File: src/rtl/alu_cmd_sequencer.sv
// alu_cmd_sequencer: registers a command onto the ALU inputs, waits SETTLE
// cycles, captures result/flags, and returns them over a valid/ready channel.
module alu_cmd_sequencer #(
    parameter int WIDTH  = 6,
    parameter int OPW    = 2,
    parameter int FLAGW  = 4,
    parameter int SETTLE = 1
) (
    input  logic             i_clk,
    input  logic             i_rst_n,
    input  logic             i_cmd_valid,
    output logic             o_cmd_ready,
    input  logic [WIDTH-1:0] i_cmd_arg0,
    input  logic [WIDTH-1:0] i_cmd_arg1,
    input  logic [OPW-1:0]   i_cmd_oper,
    output logic [WIDTH-1:0] o_alu_arg0,
    output logic [WIDTH-1:0] o_alu_arg1,
    output logic [OPW-1:0]   o_alu_oper,
    input  logic [WIDTH-1:0] i_alu_result,
    input  logic [FLAGW-1:0] i_alu_flag,
    output logic             o_rsp_valid,
    input  logic             i_rsp_ready,
    output logic [WIDTH-1:0] o_rsp_result,
    output logic [FLAGW-1:0] o_rsp_flag,
    output logic [OPW-1:0]   o_rsp_oper,
    output logic [7:0]       o_txn_cnt
);

    typedef enum logic [1:0] {
        ST_IDLE  = 2'd0,
        ST_ISSUE = 2'd1,
        ST_RESP  = 2'd2
    } state_e;

    localparam logic [3:0] SETTLE_LOAD = 4'(SETTLE - 1);

    state_e             state_q, state_d;
    logic [3:0]         settle_q, settle_d;
    logic [WIDTH-1:0]   alu_arg0_q, alu_arg0_d;
    logic [WIDTH-1:0]   alu_arg1_q, alu_arg1_d;
    logic [OPW-1:0]     alu_oper_q, alu_oper_d;
    logic [WIDTH-1:0]   rsp_result_q, rsp_result_d;
    logic [FLAGW-1:0]   rsp_flag_q, rsp_flag_d;
    logic [OPW-1:0]     rsp_oper_q, rsp_oper_d;
    logic [7:0]         txn_q, txn_d;

    // State and datapath registers; reset discards any in-flight command.
    always_ff @(posedge i_clk or negedge i_rst_n) begin
        if (!i_rst_n) begin
            state_q      <= ST_IDLE;
            settle_q     <= '0;
            alu_arg0_q   <= '0;
            alu_arg1_q   <= '0;
            alu_oper_q   <= '0;
            rsp_result_q <= '0;
            rsp_flag_q   <= '0;
            rsp_oper_q   <= '0;
            txn_q        <= '0;
        end else begin
            state_q      <= state_d;
            settle_q     <= settle_d;
            alu_arg0_q   <= alu_arg0_d;
            alu_arg1_q   <= alu_arg1_d;
            alu_oper_q   <= alu_oper_d;
            rsp_result_q <= rsp_result_d;
            rsp_flag_q   <= rsp_flag_d;
            rsp_oper_q   <= rsp_oper_d;
            txn_q        <= txn_d;
        end
    end

    // Next-state logic: accept in IDLE, count down settle in ISSUE, hold in RESP.
    always_comb begin
        state_d      = state_q;
        settle_d     = settle_q;
        alu_arg0_d   = alu_arg0_q;
        alu_arg1_d   = alu_arg1_q;
        alu_oper_d   = alu_oper_q;
        rsp_result_d = rsp_result_q;
        rsp_flag_d   = rsp_flag_q;
        rsp_oper_d   = rsp_oper_q;
        txn_d        = txn_q;
        case (state_q)
            ST_IDLE: begin
                if (i_cmd_valid) begin
                    alu_arg0_d = i_cmd_arg0;
                    alu_arg1_d = i_cmd_arg1;
                    alu_oper_d = i_cmd_oper;
                    settle_d   = SETTLE_LOAD;
                    state_d    = ST_ISSUE;
                end
            end
            ST_ISSUE: begin
                if (settle_q == 4'd0) begin
                    rsp_result_d = i_alu_result;
                    rsp_flag_d   = i_alu_flag;
                    rsp_oper_d   = alu_oper_q;
                    state_d      = ST_RESP;
                end else begin
                    settle_d = settle_q - 4'd1;
                end
            end
            ST_RESP: begin
                if (i_rsp_ready) begin
                    txn_d   = txn_q + 8'd1;
                    state_d = ST_IDLE;
                end
            end
            default: state_d = ST_IDLE;
        endcase
    end

    assign o_cmd_ready  = (state_q == ST_IDLE);
    assign o_rsp_valid  = (state_q == ST_RESP);
    assign o_alu_arg0   = alu_arg0_q;
    assign o_alu_arg1   = alu_arg1_q;
    assign o_alu_oper   = alu_oper_q;
    assign o_rsp_result = rsp_result_q;
    assign o_rsp_flag   = rsp_flag_q;
    assign o_rsp_oper   = rsp_oper_q;
    assign o_txn_cnt    = txn_q;

endmodule

File: config.mk
export PLATFORM = sky130hd
export DESIGN_NAME = alu_cmd_sequencer
export DESIGN_NICKNAME = d
export VERILOG_FILES = /design/src/rtl/alu_cmd_sequencer.sv
export SDC_FILE = /design/constraint.sdc
export NUM_CORES = 1
export LEC_CHECK = 0
export ABC_AREA = 1
export CAP_MARGIN = 20
export CELL_PAD_IN_SITES_DETAIL_PLACEMENT = 1
export CELL_PAD_IN_SITES_GLOBAL_PLACEMENT = 1
export CORE_MARGIN = 3
export CORE_UTILIZATION = 29
export CTS_CLUSTER_DIAMETER = 100
export DETAILED_ROUTE_END_ITERATION = 7
export PLACE_DENSITY = 0.84
export SLEW_MARGIN = 5
export SYNTH_ARGS = -nofsm -noshare
export SYNTH_HDL_FRONTEND = slang
export SYNTH_SLANG_ARGS = --single-unit
File: constraint.sdc
create_clock -name i_clk -period 1.2 [get_ports i_clk]
set_clock_uncertainty 0.05 [all_clocks]
set_input_delay 0.12 -clock i_clk [delete_from_list [all_inputs] [get_ports i_clk]]
set_output_delay 0.12 -clock i_clk [all_outputs]
set_load 0.1 [all_outputs]
### After elaboration in Yosys (flattened, before gate mapping)

Cells that the tools add are included.

* add/subtract/negate cells: 2
* mux-type cells: 7
* eq/ne operators: 6
* reduce and logical (&&, ||, !) cells: 8

Operator list (count)
* 8-bit by 1-bit adder with 8-bit output (second input constant): 1
* 4-bit 2-to-1 mux: 2
* 4-bit one-hot mux with 2 select lines: 1
* 2-bit 2-to-1 mux: 3
* 2-bit != test (second input constant): 3
* 2-bit one-hot mux with 3 select lines: 1
* 2-bit AND reduction: 3
* 3-bit AND reduction: 2
* 4-bit logical NOT: 1
* 4-bit by 1-bit subtractor with 4-bit output (second input constant): 1
* 2-bit by 1-bit equality test with 1-bit output (second input constant): 1
* 2-bit equality test (second input constant): 1
* 2-bit logical NOT: 1
* 2-bit by 1-bit != test with 1-bit output (second input constant): 1
* 2-bit nonzero test: 1

* bits in registers: 40
* output and inout port bits: 36
* bits of input ports: 28

### Logic depth before layout (Yosys ltp)

Gate-level depths: netlist (run 1).

* depth in word-level cells: 3
* depth in mapped cells: 8

### Worst setup path before layout (run 1)

OpenSTA, ideal clock, no wires.

* path type: register to output
* from: reg state_q[1]
* to: out o_rsp_valid
* path buffers: 0
* cell stages (with the launch flop): 3
* setup slack: -744 ps
* arrival: 1774 ps
* required time: 1030 ps
* path through: dfrtp_1 inv_1 nor2_1

* word-level cells in the longest chain between the ends: 1

RTL lines
* start, declared: line 37 `state_e state_q, state_d;`
* start signal, assigned: line 60 `state_q <= state_d;`
* 2-bit equality test: line 114 `assign o_rsp_valid = (state_q == ST_RESP);`
* end, declared: line 21 `output logic o_rsp_valid,`

No other way between the ends.

### Worst setup path in the final report (run 1)

* from: reg state_q[1]
* to: out o_cmd_ready

* word-level cells in the longest chain between the ends: 1

RTL lines
* 2-bit logical NOT: line 113 `assign o_cmd_ready = (state_q == ST_IDLE);`
* end, declared: line 12 `output logic o_cmd_ready,`

No other way between the ends.

==> flow_summary_export.csv, run 1 <==
group,metric,value,unit
outcome,status,"finished, violations left",
outcome,violations,"negative setup slack",
timing,clock.fmax,0.717,GHz
critical_path,crit_fanout,5,
yosys,synth_top_cell_by_area,"dfrtp_1",
clock_tree,cts_root_buffer,"clkbuf_8",
timing,rsz0062_at_grt,"yes",
clock_tree,tritoncts,"built",
floorplanning,die-area,6920,um2
floorplanning,rows,27,
final_layout,final_cells,359,
global_route,grt_overflow,0,
timing,timing.final.hold_violations,0,
timing,max_slew_margin,0.783,
yosys,synth_nets,226,
final_layout,final_common_cell,"nand2_1",
yosys,ys_warn_count,0,
place,portBuffers,63,
route,drc,0,
route,wirelength,6290,um
critical_path,critPathRequiredTime,1.03,ns
worst_hold_path,hp-class,"in2async",
critical_path,worstSetupEndpointType,"primary output",
critical_path,cp-start-kind,"register",
critical_path,arrival,1.22,ns
final_layout,drive_above_1_share,0.474,
timing,tightest_slew,0.325,ns
floorplanning,placeableCoreArea,5640,um2
floorplanning,die_h,83.2,um
run,drv_cap,0,
final_layout,final_cell_mix,"nand2_1, buf_12, nand3_1",
final_layout,area_delta_synth_final,98.1,%
timing,final-setup-viol-count,33,
timing,slew_viol_final,0,
yosys,synth.area.top_cells,"dfrtp_1, nand2_1, nand3_1",
floorplanning,io_pins,64,
final_layout,n_antenna_cell,0,
global_route,antenna_found_initial,0,
clock_tree,htreeDepth,2,
critical_path,worstPathCellList,"nor2_4, buf_6, buf_12",
critical_path,endpoint,"o_cmd_ready",
critical_path,r2r_cells,7,
yosys,synth_area_per_cell,8.87,um2
place,dpl.cell_count,337,
timing,worst_slack,-0.195,ns
critical_path,startpoint,"state_q[1]",
final_layout,nets,317,
global_route,grt_pass1_wl,9930,um
route,ant_nets,0,
floorplanning,dieWidth,83.2,um
place,dp_hpwl,4180,um
yosys,synth.distinct_cells,22,
global_route,first_global_vias,1895,
clock_tree,cts.sinks,40,
timing,period_minus_slack,1.39,ns
yosys,synth.ff_latch_count,40,
timing,setup_tns,-2.88,ns
route,post_drt_wl_per_cell,17.5,um
clock_tree,clock_latency,0.30,ns
timing,whs,0.289,ns
critical_path,r2r_slack,-0.16,ns
route,first_iter_violations,63,
clock_tree,max-clock-path-buffers,2,
route,vias,1708,
floorplanning,start_util,0.306,
place,placed_area,3010,um2
global_route,grtUsageTotal,0.182,
global_route,grt_max_degree,41,
clock_tree,cts.reportedPaths.clkPinSlew,0.07,ns
critical_path,crit_type,"reg2out",
critical_path,r2r-start,"state_q[0]",
critical_path,critical_path.max_stage_delay,0.47,ns
final_layout,final_area,3430,um2
timing,fin_crit_sh,1.16,
yosys,yosys.area.top_type_share,0.579,
yosys,seq_area_frac_synth,0.579,
route,avgViaCountPerCell,4.76,
critical_path,crit_path_top_delay_cell,"dfrtp_2",
yosys,syn_area,1730,um2
critical_path,r2r_end,"o_rsp_flag[3]",
yosys,syn_inst,195,
place,routabilityCongestion,0.748,
route,firstDrtPassIters,4,
clock_tree,numCtsBuffers,5,
==> sequential cells by signal (all words and copies together), names as in the netlist, 4 cells and up <==
name,count
settle_q,4
o_rsp_result,6
o_alu_arg0,6
o_alu_arg1,6
o_txn_cnt,8
o_rsp_flag,4
==> cells in the mapped netlist <==
cell and number:
nor3_1 1, nand4_1 3, xnor2_1 2, nand3_2 1, o31ai_1 1, buf_2 4
dfrtp_1 40, inv_1 12, nor2_4 1, xor2_1 3, o21ai_0 5, nand3b_1 1
ha_1 3, nor2_1 11, inv_2 1, clkbuf_1 1, buf_4 1, a21oi_1 2
nand2_2 3, nand3_1 28, nand2_1 69, nor2_2 2
==> what timing repair did <==
action / in CTS / in global routing
endpoints found under the hold margin: 40 / 0
cloned: 2 / 2
pin swaps: 3 / 4
setup buffers: 4 / 5
hold buffers: 1 / 0
gates resized for setup: 23 / 24
setup endpoints to repair: 39 / 43
==> kinds of logic (layout without fill, tap and decap cells) <==
group | after synthesis | count (layout) | share of synthesized area
and+or+nand+nor | 120 | 122 | 0.303
DFF | 40 | 40 | 0.579
buffers and inverters | 19 | 109 | 0.0463
AOI/OAI and AO/OA | 8 | 8 | 0.0246
xor gates and xnor gates | 5 | 5 | 0.0253
adders and majority gates | 3 | 3 | 0.0217
==> per-stage QoR <==
step            util  setup WS [ns]
2_1_floorplan      -         -0.110
3_3_place_gp   0.534         -0.104
3_5_place_dp   0.534         -0.176
4_1_cts        0.584         -0.185
5_1_grt        0.607         -0.235
6_report       0.607         -0.195
==> per-layer routing <==
layer  global-route usage  routed length, um
met3               0.0685                413
met5                    0                  0
met4               0.0461                 75
met2                0.348               3490
met1                0.182               2310
==> worst min-delay path by stage <==
stage	end	cells after the start
global placement	o_txn_cnt[5]	2
finish	o_txn_cnt[0]	3
floorplan	o_alu_arg0[0]	0
CTS	o_alu_arg0[4]	3
global route	o_alu_arg0[5]	3
detailed placement	o_txn_cnt[0]	2
==> final cells by class <==
cell class,count,area (um2)
well taps,72,90.1
flip-flops and latches,40,1050
clock inverters,1,30.0
clock buffers,7,96.3
multi-input cells,138,858
repair buffers,88,1250
inverters,13,48.8
fillers,570,2220
==> critical path, delay by kind of cell (launching register included) <==
| family | cells | cell delay (ns) |
|---|---|---|
| buf+inv | 2 | 0.29 |
| flops | 1 | 0.47 |
| simple gates | 1 | 0.15 |
Power of run 1 is left out: the tool's default activity adds up to more than one toggle a clock period on the data nets, which glitch-free logic cannot reach.
==> run 2: changes to the inputs <==
Settings changed: CORE_MARGIN 3 to unset.
==> run 2 against run 1 <==
Against the previous run:
- the run still ends with negative setup slack left
- largest cell class unchanged
- die area fell by 9.4%
- cell count increased by 2.8%
- fmax decreased by 0.24%
- utilization is 2.3 points higher
- global-route usage is 3.8 points higher
- count of clock-buffer cells in the layout decreased by 1
- register-to-register slack worse by 0.02 ns
- wire length grew 12%
- sequential share of layout area is 1.1 points lower
- highest routed layer unchanged
- flip-flop and latch count stayed put
==> flow_summary_export.csv, run 2 (synthesized netlist as in run 1, its figures left out) <==
group,metric,value,unit
critical_path,crit_type,"reg2out",
place,dpl.cell_count,343,
global_route,first_global_vias,1940,
final_layout,nets,327,
floorplanning,rows,27,
global_route,grt_pass1_wl,10100,um
timing,max_slew_margin,0.750,
outcome,status,"finished, violations left",
critical_path,cp-start-kind,"register",
floorplanning,start_util,0.306,
route,avgViaCountPerCell,4.85,
global_route,grtUsageTotal,0.220,
critical_path,worstSetupEndpointType,"primary output",
critical_path,crit_path_top_delay_cell,"dfrtp_2",
critical_path,worstPathCellList,"nor2_4, buf_6, buf_12",
place,dp_hpwl,4080,um
global_route,antenna_found_initial,0,
timing,rsz0062_at_grt,"yes",
place,pre_cts_ws,-0.209,ns
timing,clock.fmax,0.715,GHz
worst_hold_path,hp-class,"in2async",
critical_path,r2r_slack,-0.18,ns
critical_path,crit_buf_inv,2,
critical_path,critical_path.max_stage_delay,0.49,ns
route,vias,1788,
floorplanning,dieWidth,79.2,um
place,portBuffers,63,
final_layout,area_delta_synth_final,105,%
route,ant_nets,0,
clock_tree,tritoncts,"built",
timing,worst_slack,-0.198,ns
clock_tree,numCtsBuffers,5,
outcome,violations,"negative setup slack",
route,firstDrtPassIters,4,
run,drv_cap,0,
clock_tree,clock_latency,0.30,ns
timing,timing.final.hold_violations,0,
final_layout,largest_reg_flops,8,
critical_path,arrival,1.23,ns
clock_tree,cts_root_buffer,"clkbuf_8",
clock_tree,htreeDepth,2,
timing,fin_crit_sh,1.16,
floorplanning,placeableCoreArea,5640,um2
timing,tightest_slew,0.374,ns
place,routabilityCongestion,0.808,
floorplanning,die-area,6280,um2
critical_path,critPathRequiredTime,1.03,ns
clock_tree,max-clock-path-buffers,2,
final_layout,n_antenna_cell,0,
final_layout,final_cell_mix,"nand2_1, buf_12, clkdlybuf4s50_1",
route,post_drt_wl_per_cell,19.0,um
final_layout,drive_above_1_share,0.532,
global_route,grt_max_degree,41,
route,wirelength,7030,um
timing,period_minus_slack,1.40,ns
final_layout,final_common_cell,"nand2_1",
timing,final-setup-viol-count,38,
global_route,grt_overflow,0,
final_layout,fillers,577,
timing,slew_viol_final,0,
floorplanning,io_pins,64,
route,drc,0,
route,first_iter_violations,53,
final_layout,final_cells,369,
critical_path,critPathTopFamily,"flip-flops",
clock_tree,cts.sinks,40,
clock_tree,cts.reportedPaths.clkPinSlew,0.08,ns
critical_path,crit_fanout,5,
floorplanning,die_h,79.2,um
## run 2: cell types whose count changed in the layout (fill, tap and decap cells not counted), sizes merged
cell	before	now
clkbuf	7	6
bufinv	1	0
clkinv	0	2
buf	61	71
## run 2: layout make-up
cell class              count  area, um2  share of cell area
multi-input cells         138        931               0.262
clock inverters             2       10.0             0.00282
well taps                  72       90.1              0.0254
repair buffers             98       1340               0.378
flip-flops and latches     40       1050               0.295
clock buffers               6       82.6              0.0232
inverters                  13       48.8              0.0137
## run 2: stage by stage
stage	hold WS (ns)	cell area (um2)	util	TNS, ns
2_1_floorplan	-0.226	1860	-	-0.343
3_3_place_gp	0.0590	3050	0.540	-1.44
3_5_place_dp	0.0593	3050	0.540	-2.82
4_1_cts	0.279	3300	0.585	-2.57
5_1_grt	0.298	3550	0.630	-5.74
6_report	0.279	3550	0.630	-3.78
## run 2: final timing paths
check,start,depth (start not counted),end
worst max-delay path,state_q[1],3,o_cmd_ready
worst min-delay path,i_rst_n,3,o_txn_cnt[2]
worst max register to register,state_q[1],6,settle_q[1]
worst min register to register,o_rsp_result[5],2,o_rsp_result[5]
max in group asynchronous,i_rst_n,3,o_txn_cnt[3]
min in group i_clk,i_cmd_arg0[0],3,o_alu_arg0[0]
## run 2: what timing repair did
| item | CTS | global route |
|---|---|---|
| hold buffers | 1 | 0 |
| setup buffers | 10 | 7 |
| endpoints found under the hold margin | 40 | 0 |
| pin swaps | 8 | 17 |
| gates resized for setup | 18 | 51 |
| setup endpoints to repair | 34 | 45 |
| gates cloned | 1 | 1 |
## run 2: worst reg2reg max path, cell delays in order, from the launching register on
cell and delay [ns]:
dfrtp_2 0.49, nor2_4 0.27, nand2_8 0.14, buf_12 0.16, nand2_8 0.08, nand2_2 0.05
o21ai_1 0.08
## run 2: layer usage
metal	up-vias	part of all wire	global-route usage
met4	0	0.025	0.0855
met5	-	0	0
met2	72	0.55	0.406
met1	875	0.36	0.231
li1	826	-	-
met3	15	0.059	0.0678
Power of run 2 is left out for the same reason.
